===== src/rtl/bfp16_pkg.sv =====
`default_nettype none
// ============================================================================
//  Module      : bfp16_pkg
//  Description : Shared BFP16 (bfloat16) field widths, special encodings,
//                unpack structure and accumulator state encoding.
//  Revision    : 1.0 - initial release
// ============================================================================
package bfp16_pkg;

    localparam int EXP_W = 8;
    localparam int MAN_W = 7;
    localparam int BIAS  = 127;

    localparam logic [15:0] QNAN    = 16'h7FC0;
    localparam logic [15:0] POS_INF = 16'h7F80;
    localparam logic [15:0] NEG_INF = 16'hFF80;

    typedef struct packed {
        logic             sign;
        logic [EXP_W-1:0] exp;
        logic [MAN_W-1:0] man;
    } bfp16_t;

    typedef enum logic [2:0] {
        IDLE  = 3'd0,
        ALIGN = 3'd1,
        ADD   = 3'd2,
        NORM  = 3'd3,
        OUT   = 3'd4
    } accum_state_t;

    // Unpack a raw word; a zero exponent means denormal, flushed to signed zero.
    function automatic bfp16_t unpack_ftz(input logic [15:0] v);
        bfp16_t u;
        u.sign = v[15];
        u.exp  = v[14:7];
        u.man  = (v[14:7] == '0) ? '0 : v[6:0];
        return u;
    endfunction

endpackage
`default_nettype wire


===== src/rtl/bfp16_accum_norm_round.sv =====
`default_nettype none
// ============================================================================
//  Module      : bfp16_norm_round
//  Description : Combinational normalise and round-to-nearest-even stage.
//                Takes the raw mantissa sum (carry bit, hidden bit, mantissa,
//                guard bits with sticky folded into the LSB) and produces the
//                packed BFP16 result, including overflow to infinity and
//                underflow to signed zero.
//  Revision    : 1.0 - initial release
// ============================================================================
module bfp16_norm_round
    import bfp16_pkg::*;
#(
    parameter int GUARD_BITS = 3
) (
    input  logic [MAN_W+1+GUARD_BITS:0] sum,
    input  logic [EXP_W-1:0]            exp,
    input  logic                        sign,
    input  logic                        zero_sign,
    output logic [15:0]                 result
);

    localparam int MW = MAN_W + 1 + GUARD_BITS;

    logic [7:0]       w_lz;
    logic [MW-1:0]    w_n;
    logic [9:0]       w_e;
    logic [9:0]       w_ef;
    logic             w_uflow;
    logic             w_guard;
    logic             w_rest;
    logic             w_rnd;
    logic [MAN_W-1:0] w_mant;
    logic [MAN_W:0]   w_m8;

    // Leading-zero count, normalise, round and classify the result.
    always_comb begin
        w_lz = '0;
        for (int i = 0; i < MW; i++) begin
            if (sum[i]) w_lz = 8'(MW - 1 - i);
        end

        if (sum[MW]) begin
            // Carry-out: one right shift, the dropped bit joins sticky.
            w_n     = {sum[MW:2], sum[1] | sum[0]};
            w_e     = {2'b00, exp} + 10'd1;
            w_uflow = 1'b0;
        end else begin
            w_n     = sum[MW-1:0] << w_lz;
            w_e     = {2'b00, exp} - {2'b00, w_lz};
            w_uflow = (exp <= w_lz);
        end

        w_mant  = w_n[MW-2:GUARD_BITS];
        w_guard = w_n[GUARD_BITS-1];
        w_rest  = |w_n[GUARD_BITS-2:0];
        w_rnd   = w_guard & (w_rest | w_mant[0]);
        w_m8    = {1'b0, w_mant} + {{MAN_W{1'b0}}, w_rnd};
        // Rounding overflow leaves mantissa zero and bumps the exponent.
        w_ef    = w_e + {9'd0, w_m8[MAN_W]};

        if (!w_n[MW-1]) begin
            result = {zero_sign, 15'd0};
        end else if (w_uflow) begin
            result = {sign, 15'd0};
        end else if (w_ef >= 10'd255) begin
            result = sign ? NEG_INF : POS_INF;
        end else begin
            result = {sign, w_ef[7:0], w_m8[MAN_W-1:0]};
        end
    end

endmodule
`default_nettype wire


===== src/rtl/bfp16_accum.sv =====
`default_nettype none
// ============================================================================
//  Module      : bfp16_accum
//  Description : Multi-cycle BFP16 accumulator for a systolic-array PE.
//                Adds each incoming product into a running sum through the
//                ALIGN/ADD/NORM pipeline of a small FSM and emits the sum once
//                the product tagged last has been added.
//  Revision    : 1.0 - initial release
// ============================================================================
module bfp16_accum
    import bfp16_pkg::*;
#(
    parameter int GUARD_BITS = 3
) (
    input  logic        clk,
    input  logic        rst,
    input  logic        in_valid,
    output logic        in_ready,
    input  logic [15:0] in_data,
    input  logic        in_last,
    input  logic        acc_clr,
    output logic        out_valid,
    input  logic        out_ready,
    output logic [15:0] out_data
);

    localparam int MW = MAN_W + 1 + GUARD_BITS;
    localparam logic [EXP_W-1:0] c_mw = EXP_W'(MW);

    accum_state_t     r_state;
    logic [15:0]      r_acc;
    logic [15:0]      r_op;
    logic             r_last;
    logic             r_out_valid;
    logic [15:0]      r_out_data;
    logic [MW-1:0]    r_mbig;
    logic [MW-1:0]    r_msmall;
    logic [EXP_W-1:0] r_exp;
    logic             r_sign;
    logic             r_sub;
    logic             r_zsign;
    logic             r_special;
    logic [15:0]      r_spec_val;
    logic [MW:0]      r_sum;

    bfp16_t           w_a;
    bfp16_t           w_b;
    bfp16_t           w_big;
    bfp16_t           w_lit;
    logic             w_a_nan, w_b_nan, w_a_inf, w_b_inf;
    logic             w_special;
    logic [15:0]      w_spec_val;
    logic [MW-1:0]    w_mbig;
    logic [MW-1:0]    w_mlit;
    logic [MW-1:0]    w_shifted;
    logic             w_sticky;
    logic [EXP_W-1:0] w_d;
    logic [15:0]      w_norm_res;

    assign in_ready  = (r_state == IDLE) && !acc_clr;
    assign out_valid = r_out_valid;
    assign out_data  = r_out_data;

    // Unpack, classify specials, order by magnitude and align the smaller term.
    always_comb begin
        w_a     = unpack_ftz(r_acc);
        w_b     = unpack_ftz(r_op);
        w_a_nan = (w_a.exp == '1) && (w_a.man != '0);
        w_b_nan = (w_b.exp == '1) && (w_b.man != '0);
        w_a_inf = (w_a.exp == '1) && (w_a.man == '0);
        w_b_inf = (w_b.exp == '1) && (w_b.man == '0);

        w_special  = w_a_nan || w_b_nan || w_a_inf || w_b_inf;
        w_spec_val = QNAN;
        if (w_a_nan || w_b_nan || (w_a_inf && w_b_inf && (w_a.sign != w_b.sign))) begin
            w_spec_val = QNAN;
        end else if (w_a_inf) begin
            w_spec_val = w_a.sign ? NEG_INF : POS_INF;
        end else if (w_b_inf) begin
            w_spec_val = w_b.sign ? NEG_INF : POS_INF;
        end

        if ({w_b.exp, w_b.man} > {w_a.exp, w_a.man}) begin
            w_big = w_b;
            w_lit = w_a;
        end else begin
            w_big = w_a;
            w_lit = w_b;
        end

        w_mbig = (w_big.exp == '0) ? '0 : {1'b1, w_big.man, {GUARD_BITS{1'b0}}};
        w_mlit = (w_lit.exp == '0) ? '0 : {1'b1, w_lit.man, {GUARD_BITS{1'b0}}};
        w_d    = w_big.exp - w_lit.exp;

        if (w_d >= c_mw) begin
            w_shifted = '0;
            w_sticky  = |w_mlit;
        end else begin
            w_shifted = w_mlit >> w_d;
            w_sticky  = |(w_mlit & ~({MW{1'b1}} << w_d));
        end
    end

    bfp16_norm_round #(
        .GUARD_BITS (GUARD_BITS)
    ) u_norm_round (
        .sum        (r_sum),
        .exp        (r_exp),
        .sign       (r_sign),
        .zero_sign  (r_zsign),
        .result     (w_norm_res)
    );

    // Accumulator FSM: capture, align, add, normalise/commit, present result.
    always_ff @(posedge clk) begin
        if (rst) begin
            r_state     <= IDLE;
            r_acc       <= 16'h0000;
            r_op        <= 16'h0000;
            r_last      <= 1'b0;
            r_out_valid <= 1'b0;
            r_out_data  <= 16'h0000;
            r_mbig      <= '0;
            r_msmall    <= '0;
            r_exp       <= '0;
            r_sign      <= 1'b0;
            r_sub       <= 1'b0;
            r_zsign     <= 1'b0;
            r_special   <= 1'b0;
            r_spec_val  <= 16'h0000;
            r_sum       <= '0;
        end else begin
            case (r_state)
                IDLE: begin
                    if (acc_clr) begin
                        r_acc <= 16'h0000;
                    end else if (in_valid) begin
                        r_op    <= in_data;
                        r_last  <= in_last;
                        r_state <= ALIGN;
                    end
                end
                ALIGN: begin
                    r_mbig     <= w_mbig;
                    r_msmall   <= {w_shifted[MW-1:1], w_shifted[0] | w_sticky};
                    r_exp      <= w_big.exp;
                    r_sign     <= w_big.sign;
                    r_sub      <= w_a.sign ^ w_b.sign;
                    r_zsign    <= (w_a.exp == '0) && (w_b.exp == '0) && w_a.sign && w_b.sign;
                    r_special  <= w_special;
                    r_spec_val <= w_spec_val;
                    r_state    <= ADD;
                end
                ADD: begin
                    r_sum   <= r_sub ? ({1'b0, r_mbig} - {1'b0, r_msmall})
                                     : ({1'b0, r_mbig} + {1'b0, r_msmall});
                    r_state <= NORM;
                end
                NORM: begin
                    r_acc <= r_special ? r_spec_val : w_norm_res;
                    if (r_last) begin
                        r_out_valid <= 1'b1;
                        r_out_data  <= r_special ? r_spec_val : w_norm_res;
                        r_state     <= OUT;
                    end else begin
                        r_state <= IDLE;
                    end
                end
                OUT: begin
                    if (out_ready) begin
                        r_out_valid <= 1'b0;
                        r_acc       <= 16'h0000;
                        r_state     <= IDLE;
                    end
                end
                default: r_state <= IDLE;
            endcase
        end
    end

endmodule
`default_nettype wire


===== config.mk =====
export PLATFORM = sky130hd
export DESIGN_NAME = bfp16_accum
export DESIGN_NICKNAME = d
export VERILOG_FILES = /design/src/rtl/bfp16_pkg.sv /design/src/rtl/bfp16_accum_norm_round.sv /design/src/rtl/bfp16_accum.sv
export SDC_FILE = /design/constraint.sdc
export NUM_CORES = 1
export LEC_CHECK = 0
export ABC_AREA = 1
export BUFFER_PORTS_ARGS = -buffer_cell sky130_fd_sc_hd__buf_2
export CAP_MARGIN = 20
export CORE_UTILIZATION = 60
export CTS_CLUSTER_SIZE = 24
export DETAILED_ROUTE_END_ITERATION = 10
export GPL_TIMING_DRIVEN = 0
export PLACE_DENSITY_LB_ADDON = 0.2
export RECOVER_POWER = 25
export SLEW_MARGIN = 20
export SYNTH_ARGS = -nofsm -noshare
export SYNTH_HDL_FRONTEND = slang
export SYNTH_SLANG_ARGS = --single-unit

===== constraint.sdc =====
create_clock -name clk -period 6.3 [get_ports clk]
set_clock_uncertainty 0.2 [all_clocks]
set_input_delay 0.63 -clock clk [delete_from_list [all_inputs] [get_ports clk]]
set_output_delay 0.63 -clock clk [all_outputs]
set_load 0.05 [all_outputs]

==> summary.txt <==
Run status
  – Status: completed

Global routing
  – Most utilized layer in the global route result: met2
  – Vias in the first global route: 6759
  – GRT Resource Usage Total: 0.329
  – Met2 Usage GRT: 0.546
  – Wire length of the first global-routing pass: ~33000 µm
  – Met1 GRT Util: 0.429
  – Global-route met3 utilization: 0.0540
  – Initial antenna violation count: 0
  – Global route overflow: 0
  – Pin count of the biggest net entering global routing: 18

Floorplan
  – Die height: roughly 110 µm
  – Core box area: 11600 µm²
  – FP Rows: 39
  – Top-level I/O count: 40
  – Chip width: between 100 and 150 µm
  – Starting density of the core: 0.626
  – Die area: 12600 µm²

STA
  – Pin slew with the least headroom to its limit: about 1200 ps
  – Final-report setup violation count: 0
  – Period minus WS final: 5310 ps
  – RSZ-0062 raised after global routing: no
  – Peak Freq: 188 MHz
  – Final worst slack: 994 ps
  – Final cycle utilization of the critical path: 0.842
  – Endpoints failing hold: 0
  – Worst relative slew slack: 0.167
  – Total Negative Setup Slacks: 0 ps
  – Max-slew violation count: 0

Route
  – Detailed-routing iteration count for the pre-antenna-repair pass: 5
  – Number of remaining DRC errors: 0
  – Wirelength per Cell: between 10 and 15 µm
  – Via total after detailed routing: 7651
  – Overall routed net length: 20000 µm
  – Via/cell ratio: 5.64
  – Iteration-0 DRC Markers: 733
  – Number of routed nets with antenna violations: 0

Clocking
  – Clock latency on the worst-skew pair: 360 ps
  – Master cell of the clock root buffer: clkbuf_16
  – Number of clock buffers inserted by TritonCTS: 9
  – Deepest clock path buffer count: 2
  – TritonCTS clock tree: built
  – Number of hold-repair buffers added at the cts stage: 0
  – Clock tree sinks: 99
  – CTS HTree Levels: 3
  – Clock input transition at the sequential cells of the worst setup and hold paths: 70 ps
  – Number of post-CTS setup repair buffers: 0
  – Post-cts repair resize count: 0

Place
  – Total placed cells including tap cells: 1341
  – Number of input and output port buffers inserted: 38
  – Pre-CTS worst setup slack: roughly 1100 ps
  – Detail Placement HPWL: 15800 µm
  – Weighted congestion at the end of routability-driven global placement: 0.978

Logic synthesis
  – Average size of a mapped cell: 6.27 µm²
  – Post-synthesis instance area: about 7300 µm²
  – Async set-reset flop share out of synthesis: 0
  – Count of flip-flops with a built-in enable after synthesis: 0
  – Seq/Total Area, Yosys: 0.273
  – Unique cell type count in the Yosys netlist: 54
  – Number of standard cells after synthesis: roughly 1200
  – Count of warnings emitted by yosys: 0
  – Post-synthesis sequential element count: 99
  – Synth Net Count: between 1000 and 1500
  – Ys flop type: dfxtp_1

Pwr
  – Cell Int Power: roughly 0.0016 W
  – Switching component of the power: ~0.0014 W
  – Clock power share: 0.217
  – Logic gate share of total power: 0.549
  – Switching Fraction: 0.465
  – Fraction of power consumed by sequential logic: 0.234
  – Pwr dens: 379 nW/µm²
  – Worst IR drop on VDD: 0.261 mV
  – Leakage: 3.74 nW

Critical path
  – Crit-path leading delay family: simple AND/OR/NAND/NOR gates
  – Nature of the critical path startpoint: flop
  – Largest driver fanout on the critical path: 10
  – Number of cells on the worst reg-to-reg path: 30
  – Crit path arrival time: 5400 ps
  – Total buffers and inverters traversed by the critical path: 3
  – Highest-delay cell along the critical path: nor2_2
  – Crit-path max cell delay: 410 ps
  – Data required time at the worst endpoint: 6390 ps
  – Total number of cells along the worst setup path: 30
  – Kind of critical path: reg2reg
  – Element type at the critical path end: flop

Job
  – Max-capacitance violation count: 0

Finish
  – Count of inserted antenna diode cells: 0
  – Most frequent cells in the layout: 268 x nand2_1, 160 x inv_1, 110 x o21ai_0
  – Most frequent standard cell in the layout excluding fill and tap cells: nand2_1
  – NumNets Final: 1265
  – Count of placed standard cells in the final layout, fillers left out: 1357
  – Filler cells: between 1000 and 1500
  – Share of the core filled with cells: 0.686
  – Share of cells above drive strength 1: 0.0774
  – Area Overhead vs Synth: 9.64%

Worst hold path
  – Class of the worst hold path: reg2reg
  – Instance count along the most critical hold path: 2
==> state kept, by name, summed over array words and instances (netlist names), 3 cells and up <==
signal	count
r_state	3
r_sum	12
r_mbig	8
out_data	16
r_msmall	11
r_acc	16
r_exp	8
r_spec_val	3
r_op	16
==> power by group through the flow <==
stage | clock network [W] | logic (W) | registers [W]
floorplan | 0 | 0.00128 | 0.000711
global placement | 0 | 0.00160 | 0.000719
detailed placement | 0 | 0.00162 | 0.000720
CTS | 0.000660 | 0.00164 | 0.000706
global route | 0.000691 | 0.00186 | 0.000712
finish | 0.000657 | 0.00166 | 0.000707
==> Yosys cell counts, drive strengths merged (6+ instances only) <==
| library cell | number | area (µm²) |
|---|---|---|
| xnor2 | 6 | 52.6 |
| o21ai | 125 | 633 |
| o21bai | 14 | 105 |
| dfxtp | 99 | 1980 |
| nor4 | 7 | 43.8 |
| clkbuf | 27 | 101 |
| nand3 | 67 | 340 |
| buf | 14 | 81.3 |
| nand2 | 289 | 1140 |
| nand4 | 22 | 144 |
| inv | 163 | 612 |
| o211ai | 7 | 52.6 |
| ha | 33 | 413 |
| o22ai | 6 | 37.5 |
| a21oi | 110 | 562 |
| nor3 | 11 | 60.1 |
| nor2 | 100 | 418 |
| xor2 | 29 | 262 |
==> layer usage <==
metal  vias up  wire length, µm
met3        45             1280
met2       260             9270
met4         0              556
met1      3448             8930
met5         -                0
li1       3898                -
==> cell type report <==
type / instances / area [µm²] / area share
plain buffers: 41 / 183 / 0.0229
clock buffers: 10 / 239 / 0.0300
clock inverters: 6 / 119 / 0.0149
inverters: 168 / 633 / 0.0794
multi-input cells: 852 / 4470 / 0.561
flip-flops and latches: 99 / 1980 / 0.249
well taps: 143 / 179 / 0.0224
repair buffers: 38 / 169 / 0.0212
==> worst register-to-register path, delay by kind of cell (launching register included) <==
family	cells	cell delay [ps]
flops	1	360
simple gates	21	3380
compound gates	3	570
fa+ha+maj	2	380
xor+xnor	1	160
buf+inv	3	240
==> cell families (layout without fill, tap and decap cells) <==
logic type | after synthesis | in the layout | share of synthesized area
buffers and inverters | 209 | 263 | 0.112
XOR/XNOR | 35 | 35 | 0.0432
flip-flops | 99 | 99 | 0.273
adder cells (fa/ha/maj) | 34 | 34 | 0.0595
AND/OR/NAND/NOR | 507 | 507 | 0.306
AO/OA/AOI/OAI | 276 | 276 | 0.206
==> path summary, 6_finish.rpt <==
path	from	endpoint	slack, ps
setup / recovery	r_sum[10]	r_acc[6]	990
hold / removal	r_op[1]	r_op[1]	260
setup reg to reg	r_sum[10]	r_acc[6]	990
hold reg to reg	r_op[1]	r_op[1]	260
==> stage by stage <==
| stage | power (W) | cell area [µm²] | hold slack [ps] |
|---|---|---|---|
| floorplan | 0.00200 | 7270 | 230 |
| global placement | 0.00232 | 7640 | 245 |
| detailed placement | 0.00234 | 7640 | 250 |
| CTS | 0.00300 | 8000 | 261 |
| global route | 0.00326 | 7970 | 280 |
| finish | 0.00302 | 7970 | 259 |
(Power assumes the default switching activity.)
